$ cat src/rtl/div_ctrl.sv
// Iterative radix-2 shift-subtract divider controller for the EX stage.
// Serves DIV/DIVU, holds the pipeline via stallreq while busy and returns
// {remainder, quotient} with a ready strobe after DATA_W iteration steps.
module div_ctrl #(
    parameter int DATA_W = 32,
    parameter int CNT_W  = 6
) (
    input  logic                  clk,
    input  logic                  rst,
    input  logic                  start_i,
    input  logic                  signed_i,
    input  logic [DATA_W-1:0]     opdata1_i,
    input  logic [DATA_W-1:0]     opdata2_i,
    input  logic                  annul_i,
    output logic [2*DATA_W-1:0]   result_o,
    output logic                  ready_o,
    output logic                  stallreq
);

    typedef enum logic [1:0] {
        ST_IDLE    = 2'd0,
        ST_DIVZERO = 2'd1,
        ST_ON      = 2'd2,
        ST_END     = 2'd3
    } state_t;

    // Counter value during the final iteration step.
    localparam logic [CNT_W-1:0] LAST_STEP = CNT_W'(DATA_W - 1);

    state_t                 state_q,    state_d;
    logic [CNT_W-1:0]       cnt_q,      cnt_d;
    logic [2*DATA_W-1:0]    dividend_q, dividend_d;
    logic [DATA_W-1:0]      divisor_q,  divisor_d;
    logic                   signQuo_q,  signQuo_d;
    logic                   signRem_q,  signRem_d;
    logic [2*DATA_W-1:0]    result_q,   result_d;
    logic                   ready_q,    ready_d;

    logic [DATA_W-1:0]      op1Abs;
    logic [DATA_W-1:0]      op2Abs;
    logic [DATA_W:0]        stepDiff;
    logic                   stepTake;
    logic [2*DATA_W-1:0]    stepDividend;
    logic [DATA_W-1:0]      quotientFix;
    logic [DATA_W-1:0]      remainderFix;

    // Magnitudes of the operands; negative values only matter for DIV.
    always_comb begin
        op1Abs = opdata1_i;
        op2Abs = opdata2_i;
        if (signed_i && opdata1_i[DATA_W-1]) begin
            op1Abs = -opdata1_i;
        end
        if (signed_i && opdata2_i[DATA_W-1]) begin
            op2Abs = -opdata2_i;
        end
    end

    // One restoring-division step on the working register, plus the sign
    // fix-ups applied to the value the final step produces. A set top bit
    // means the shifted partial remainder already exceeds any divisor, so
    // it forces the subtract just like a missing borrow would.
    always_comb begin
        stepDiff = {1'b0, dividend_q[2*DATA_W-2:DATA_W-1]} - {1'b0, divisor_q};
        stepTake = dividend_q[2*DATA_W-1] | ~stepDiff[DATA_W];
        if (stepTake) begin
            stepDividend = {stepDiff[DATA_W-1:0], dividend_q[DATA_W-2:0], 1'b1};
        end else begin
            stepDividend = {dividend_q[2*DATA_W-2:0], 1'b0};
        end
        quotientFix  = stepDividend[DATA_W-1:0];
        remainderFix = stepDividend[2*DATA_W-1:DATA_W];
        if (signQuo_q) begin
            quotientFix = -stepDividend[DATA_W-1:0];
        end
        if (signRem_q) begin
            remainderFix = -stepDividend[2*DATA_W-1:DATA_W];
        end
    end

    // Next-state and datapath-register update; annul always wins.
    always_comb begin
        state_d    = state_q;
        cnt_d      = cnt_q;
        dividend_d = dividend_q;
        divisor_d  = divisor_q;
        signQuo_d  = signQuo_q;
        signRem_d  = signRem_q;
        result_d   = result_q;
        ready_d    = ready_q;

        case (state_q)
            ST_IDLE: begin
                ready_d  = 1'b0;
                result_d = '0;
                if (start_i && !annul_i) begin
                    if (opdata2_i == '0) begin
                        state_d = ST_DIVZERO;
                    end else begin
                        state_d    = ST_ON;
                        cnt_d      = '0;
                        divisor_d  = op2Abs;
                        dividend_d = {{DATA_W{1'b0}}, op1Abs};
                        signQuo_d  = signed_i & (opdata1_i[DATA_W-1] ^ opdata2_i[DATA_W-1]);
                        signRem_d  = signed_i & opdata1_i[DATA_W-1];
                    end
                end
            end

            ST_DIVZERO: begin
                result_d = '0;
                if (annul_i) begin
                    state_d = ST_IDLE;
                    ready_d = 1'b0;
                end else begin
                    state_d = ST_END;
                    ready_d = 1'b1;
                end
            end

            ST_ON: begin
                if (annul_i) begin
                    state_d  = ST_IDLE;
                    ready_d  = 1'b0;
                    result_d = '0;
                end else begin
                    dividend_d = stepDividend;
                    cnt_d      = cnt_q + CNT_W'(1);
                    if (cnt_q == LAST_STEP) begin
                        state_d  = ST_END;
                        result_d = {remainderFix, quotientFix};
                        ready_d  = 1'b1;
                    end
                end
            end

            ST_END: begin
                if (!start_i || annul_i) begin
                    state_d  = ST_IDLE;
                    ready_d  = 1'b0;
                    result_d = '0;
                end
            end

            default: begin
                state_d  = ST_IDLE;
                ready_d  = 1'b0;
                result_d = '0;
            end
        endcase
    end

    // Hold the pipeline from the request cycle until the result is ready.
    always_comb begin
        stallreq = 1'b0;
        case (state_q)
            ST_IDLE:    stallreq = start_i & ~annul_i;
            ST_DIVZERO: stallreq = 1'b1;
            ST_ON:      stallreq = 1'b1;
            default:    stallreq = 1'b0;
        endcase
    end

    // State and datapath registers with asynchronous active-low reset.
    always_ff @(posedge clk or negedge rst) begin
        if (!rst) begin
            state_q    <= ST_IDLE;
            cnt_q      <= '0;
            dividend_q <= '0;
            divisor_q  <= '0;
            signQuo_q  <= 1'b0;
            signRem_q  <= 1'b0;
            result_q   <= '0;
            ready_q    <= 1'b0;
        end else begin
            state_q    <= state_d;
            cnt_q      <= cnt_d;
            dividend_q <= dividend_d;
            divisor_q  <= divisor_d;
            signQuo_q  <= signQuo_d;
            signRem_q  <= signRem_d;
            result_q   <= result_d;
            ready_q    <= ready_d;
        end
    end

    assign result_o = result_q;
    assign ready_o  = ready_q;

endmodule

$ cat config.mk
export PLATFORM = sky130hd
export DESIGN_NAME = div_ctrl
export DESIGN_NICKNAME = d
export VERILOG_FILES = /design/src/rtl/div_ctrl.sv
export SDC_FILE = /design/constraint.sdc
export NUM_CORES = 1
export LEC_CHECK = 0
export BUFFER_PORTS_ARGS = -buffer_cell sky130_fd_sc_hd__buf_2
export CAP_MARGIN = 20
export CORE_MARGIN = 1
export CORE_UTILIZATION = 60
export DETAILED_ROUTE_END_ITERATION = 7
export PLACE_DENSITY = 0.81
export SYNTH_ARGS = -nofsm -noshare
export SYNTH_HDL_FRONTEND = slang
export SYNTH_SLANG_ARGS = --single-unit
$ cat constraint.sdc
create_clock -name clk -period 6.7 [get_ports clk]
set_clock_uncertainty 0.15 [all_clocks]
set_input_delay 0.67 -clock clk [delete_from_list [all_inputs] [get_ports clk]]
set_output_delay 0.67 -clock clk [all_outputs]
set_load 0.005 [all_outputs]
==> results.cfg <==
[outcome]
status = finished, final reports clean

[power]
pwr-share-seq_pct = 33.5
combPwrFrac_pct = 45.0
p_sw_share_pct = 45.2
clock_power_share_pct = 21.5
intPower_mw = 2.52
ir_drop_mv = 0.307
leakage_nw = 6.16
power.switching_mw = 2.08
power.density_nw_per_um2 = 339

[synth]
netlist_instances = 1518
synth_flop_cell = dfrtp_1
synth_nets = 1629
ys_top_cells_by_area = dfrtp_1 35%, o21ai_0 7.4%, nand2_1 6.6%
synthTopCellsByCount = 216 x nand2_1, 182 x o21ai_0, 171 x dfrtp_1, 136 x a21oi_1, 126 x nor2_1
synth_seq_cells = 171
yosys_warnings = 0
postSynthAreaPerCell_um2 = 8.06
netlist.top_cell.by_area = dfrtp_1
yosys.area.top_type_share_pct = 35.0
async_reset_ff_share_pct = 100
netlist_area_um2 = 12200
synth.distinct_cells = 89
synth_edf_count = 0
yosysMostFrequentCell = nand2_1
ys_seq_area_share_pct = 35.0

[global_route]
grt_overflow = 0
grt_pass1_wl_mm = 54.8
track_usage_pct = 34.4
antenna_found_initial = 1
grt_pass1_vias = 10300
grt_max_degree = 105

[routing]
num_vias = 11700
drc = 0
first_iter_violations = 1084
wl_per_cell_um = 18.9
dr.pass1.iters = 5
routed_wl_mm = 35.6
routed_via_density = 6.20
ant_nets = 0

[setup_path]
cp_cell_sequence = ha_1, a21oi_1, o21ai_0, a21oi_1, a21oi_1, or2_1, buf_4, inv_2, ha_1, nand2b_1, or4_1, or3_1, or3_1, o31ai_1, xor2_1, o21ai_0
end_kind = register
cp_max_fo = 23
crit_type = reg -> reg
crit_arrival_ns = 5.47
max_stage_delay_ns = 0.46
path_common_cell = a21oi_1
critPathRequiredTime_ns = 6.84
regToRegStartpoint = dividend_q[40]$_DFFE_PN0P_
startpoint_type = register
startpoint = dividend_q[40]$_DFFE_PN0P_
slowest_stage = or4_1

[die]
dieArea_um2 = 21000
rows = 51
start_util_pct = 62.1
io_pins = 135
coreArea_um2 = 19700
fp.dieW_um = 145
die_height_um = 145

[clocking]
cts_setup_buffers = 0
clockRootBuffer = clkbuf_16
insertion_delay_ns = 0.45
cts_resized = 0
cts.sinks = 171
cts_tree = done
path_clk_slew_ns = 0.08
numCtsBuffers = 17
hold_buffers = 0
clockBufferDepth = 2
htree_levels = 4

[finish]
fin_nets = 1713
final_util_pct = 68.8
area_growth_pct = 10.7
fillCellCount = 1662
drive_gt1_share_pct = 13.6

[sta]
tns_ns = 0
fmax_mhz = 188
rsz0062_at_grt = false
worst_pin_slew_ns = 1.01
period_needed_ns = 5.33
period_share_pct = 79.6
slew_headroom_pct = 32.7
setup_viol = 0
hold_viol = 0
slew_violations = 0

[place]
port_buffers = 134
dp_hpwl_mm = 26.4
gp_congestion = 1.02

[min_path]
hp-class = in -> async

[run]
maxCapViolations = 0
==> final timing paths <==
kind / end / slack [ns] / cells after the start
min reg2reg: result_o[5]$_DFFE_PN0P_ / 0.32 / 2
min: divisor_q[19]$_DFFE_PN0P_ / 0.15 / 1
max reg2reg: result_o[24]$_DFFE_PN0P_ / 1.37 / 16
max: result_o[24]$_DFFE_PN0P_ / 1.37 / 16
max in group asynchronous: dividend_q[10]$_DFFE_PN0P_ / 4.87 / 2
min in group clk: result_o[5]$_DFFE_PN0P_ / 0.32 / 2
==> area by class of cell <==
type	instances	area, um^2	area share, %
well taps	265	332	2.45
diodes	1	2.50	0.0185
multi-input cells	1210	7370	54.4
clock inverters	15	151	1.12
clock buffers	17	425	3.14
repair buffers	146	787	5.81
inverters	56	210	1.55
flip-flops and latches	171	4280	31.6
==> power by group through the flow <==
stage / registers (mW) / clock network [mW] / logic (mW)
finish: 1.54 / 0.988 / 2.07
global route: 1.56 / 1.03 / 2.28
CTS: 1.52 / 0.987 / 2.02
detailed placement: 1.54 / 0 / 2.00
global placement: 1.53 / 0 / 1.96
floorplan: 1.45 / 0 / 1.53
==> cells by family after synthesis <==
group	after synthesis	synth area share [%]
buffers and inverters	137	4.96
adder cells (fa/ha/maj)	42	4.35
XOR/XNOR	131	9.37
flip-flops	171	35.0
multiplexers	16	1.34
AO/OA/AOI/OAI	501	25.1
AND/OR/NAND/NOR	520	19.9
==> per-stage QoR <==
stage          power [mW]  setup WS [ns]  hold slack (ns)  instances  instance area, um^2
5_1_grt              4.88           1.02            0.240       1880                13600
3_3_place_gp         3.49           1.58            0.307       1847                12900
4_1_cts              4.53           1.46            0.236       1879                13500
3_5_place_dp         3.54           1.47            0.314       1847                12900
2_1_floorplan        2.98           1.71            0.224       1518                12200
6_report             4.59           1.37            0.151       1881                13600
==> sequential cells by signal (all words and copies together), names as in the netlist <==
signal / cells
signQuo_q: 1
result_o: 64
ready_o: 1
cnt_q: 6
state_q: 2
dividend_q: 64
divisor_q: 32
signRem_q: 1
==> critical path, delay by kind of cell, from the launching register on <==
kind | cells | cell delay [ns]
and+or+nand+nor | 5 | 1.77
AOI/OAI and AO/OA | 6 | 1.32
adders and majority gates | 2 | 0.69
buffers and inverters | 2 | 0.63
DFF | 1 | 0.43
xor gates and xnor gates | 1 | 0.20
==> cell usage in the layout (no fill, tap or decap), types with 4 or more instances in the layout <==
cell and instances:
a211oi_1 7, a21boi_0 4, a21o_1 15, a21oi_1 136, a22o_1 5, a31oi_1 12, and2_1 9, and3_1 8
buf_2 133, buf_4 11, clkbuf_16 17, dfrtp_1 171, ha_1 40, inv_1 55, inv_6 4, inv_8 5
mux2i_1 13, nand2_1 216, nand2b_1 14, nand3_1 16, nand3b_1 8, nand4_1 16, nor2_1 126, nor2b_1 6
nor3_1 28, nor3b_1 5, nor4_1 7, o211ai_1 12, o21ai_0 182, o21ai_1 25, o31ai_1 37, o41ai_1 9
or2_2 12, or3_1 24, or4_1 11, xnor2_1 65, xor2_1 66
==> metal layers <==
metal	global-route usage (%)	vias to the layer above	part of all wire, %
met5	0	-	0
met4	11.2	0	2.8
met3	6.94	69	8.6
met2	51.9	532	44
met1	49.1	5515	45
li1	-	5543	-
(Power assumes the default switching activity.)
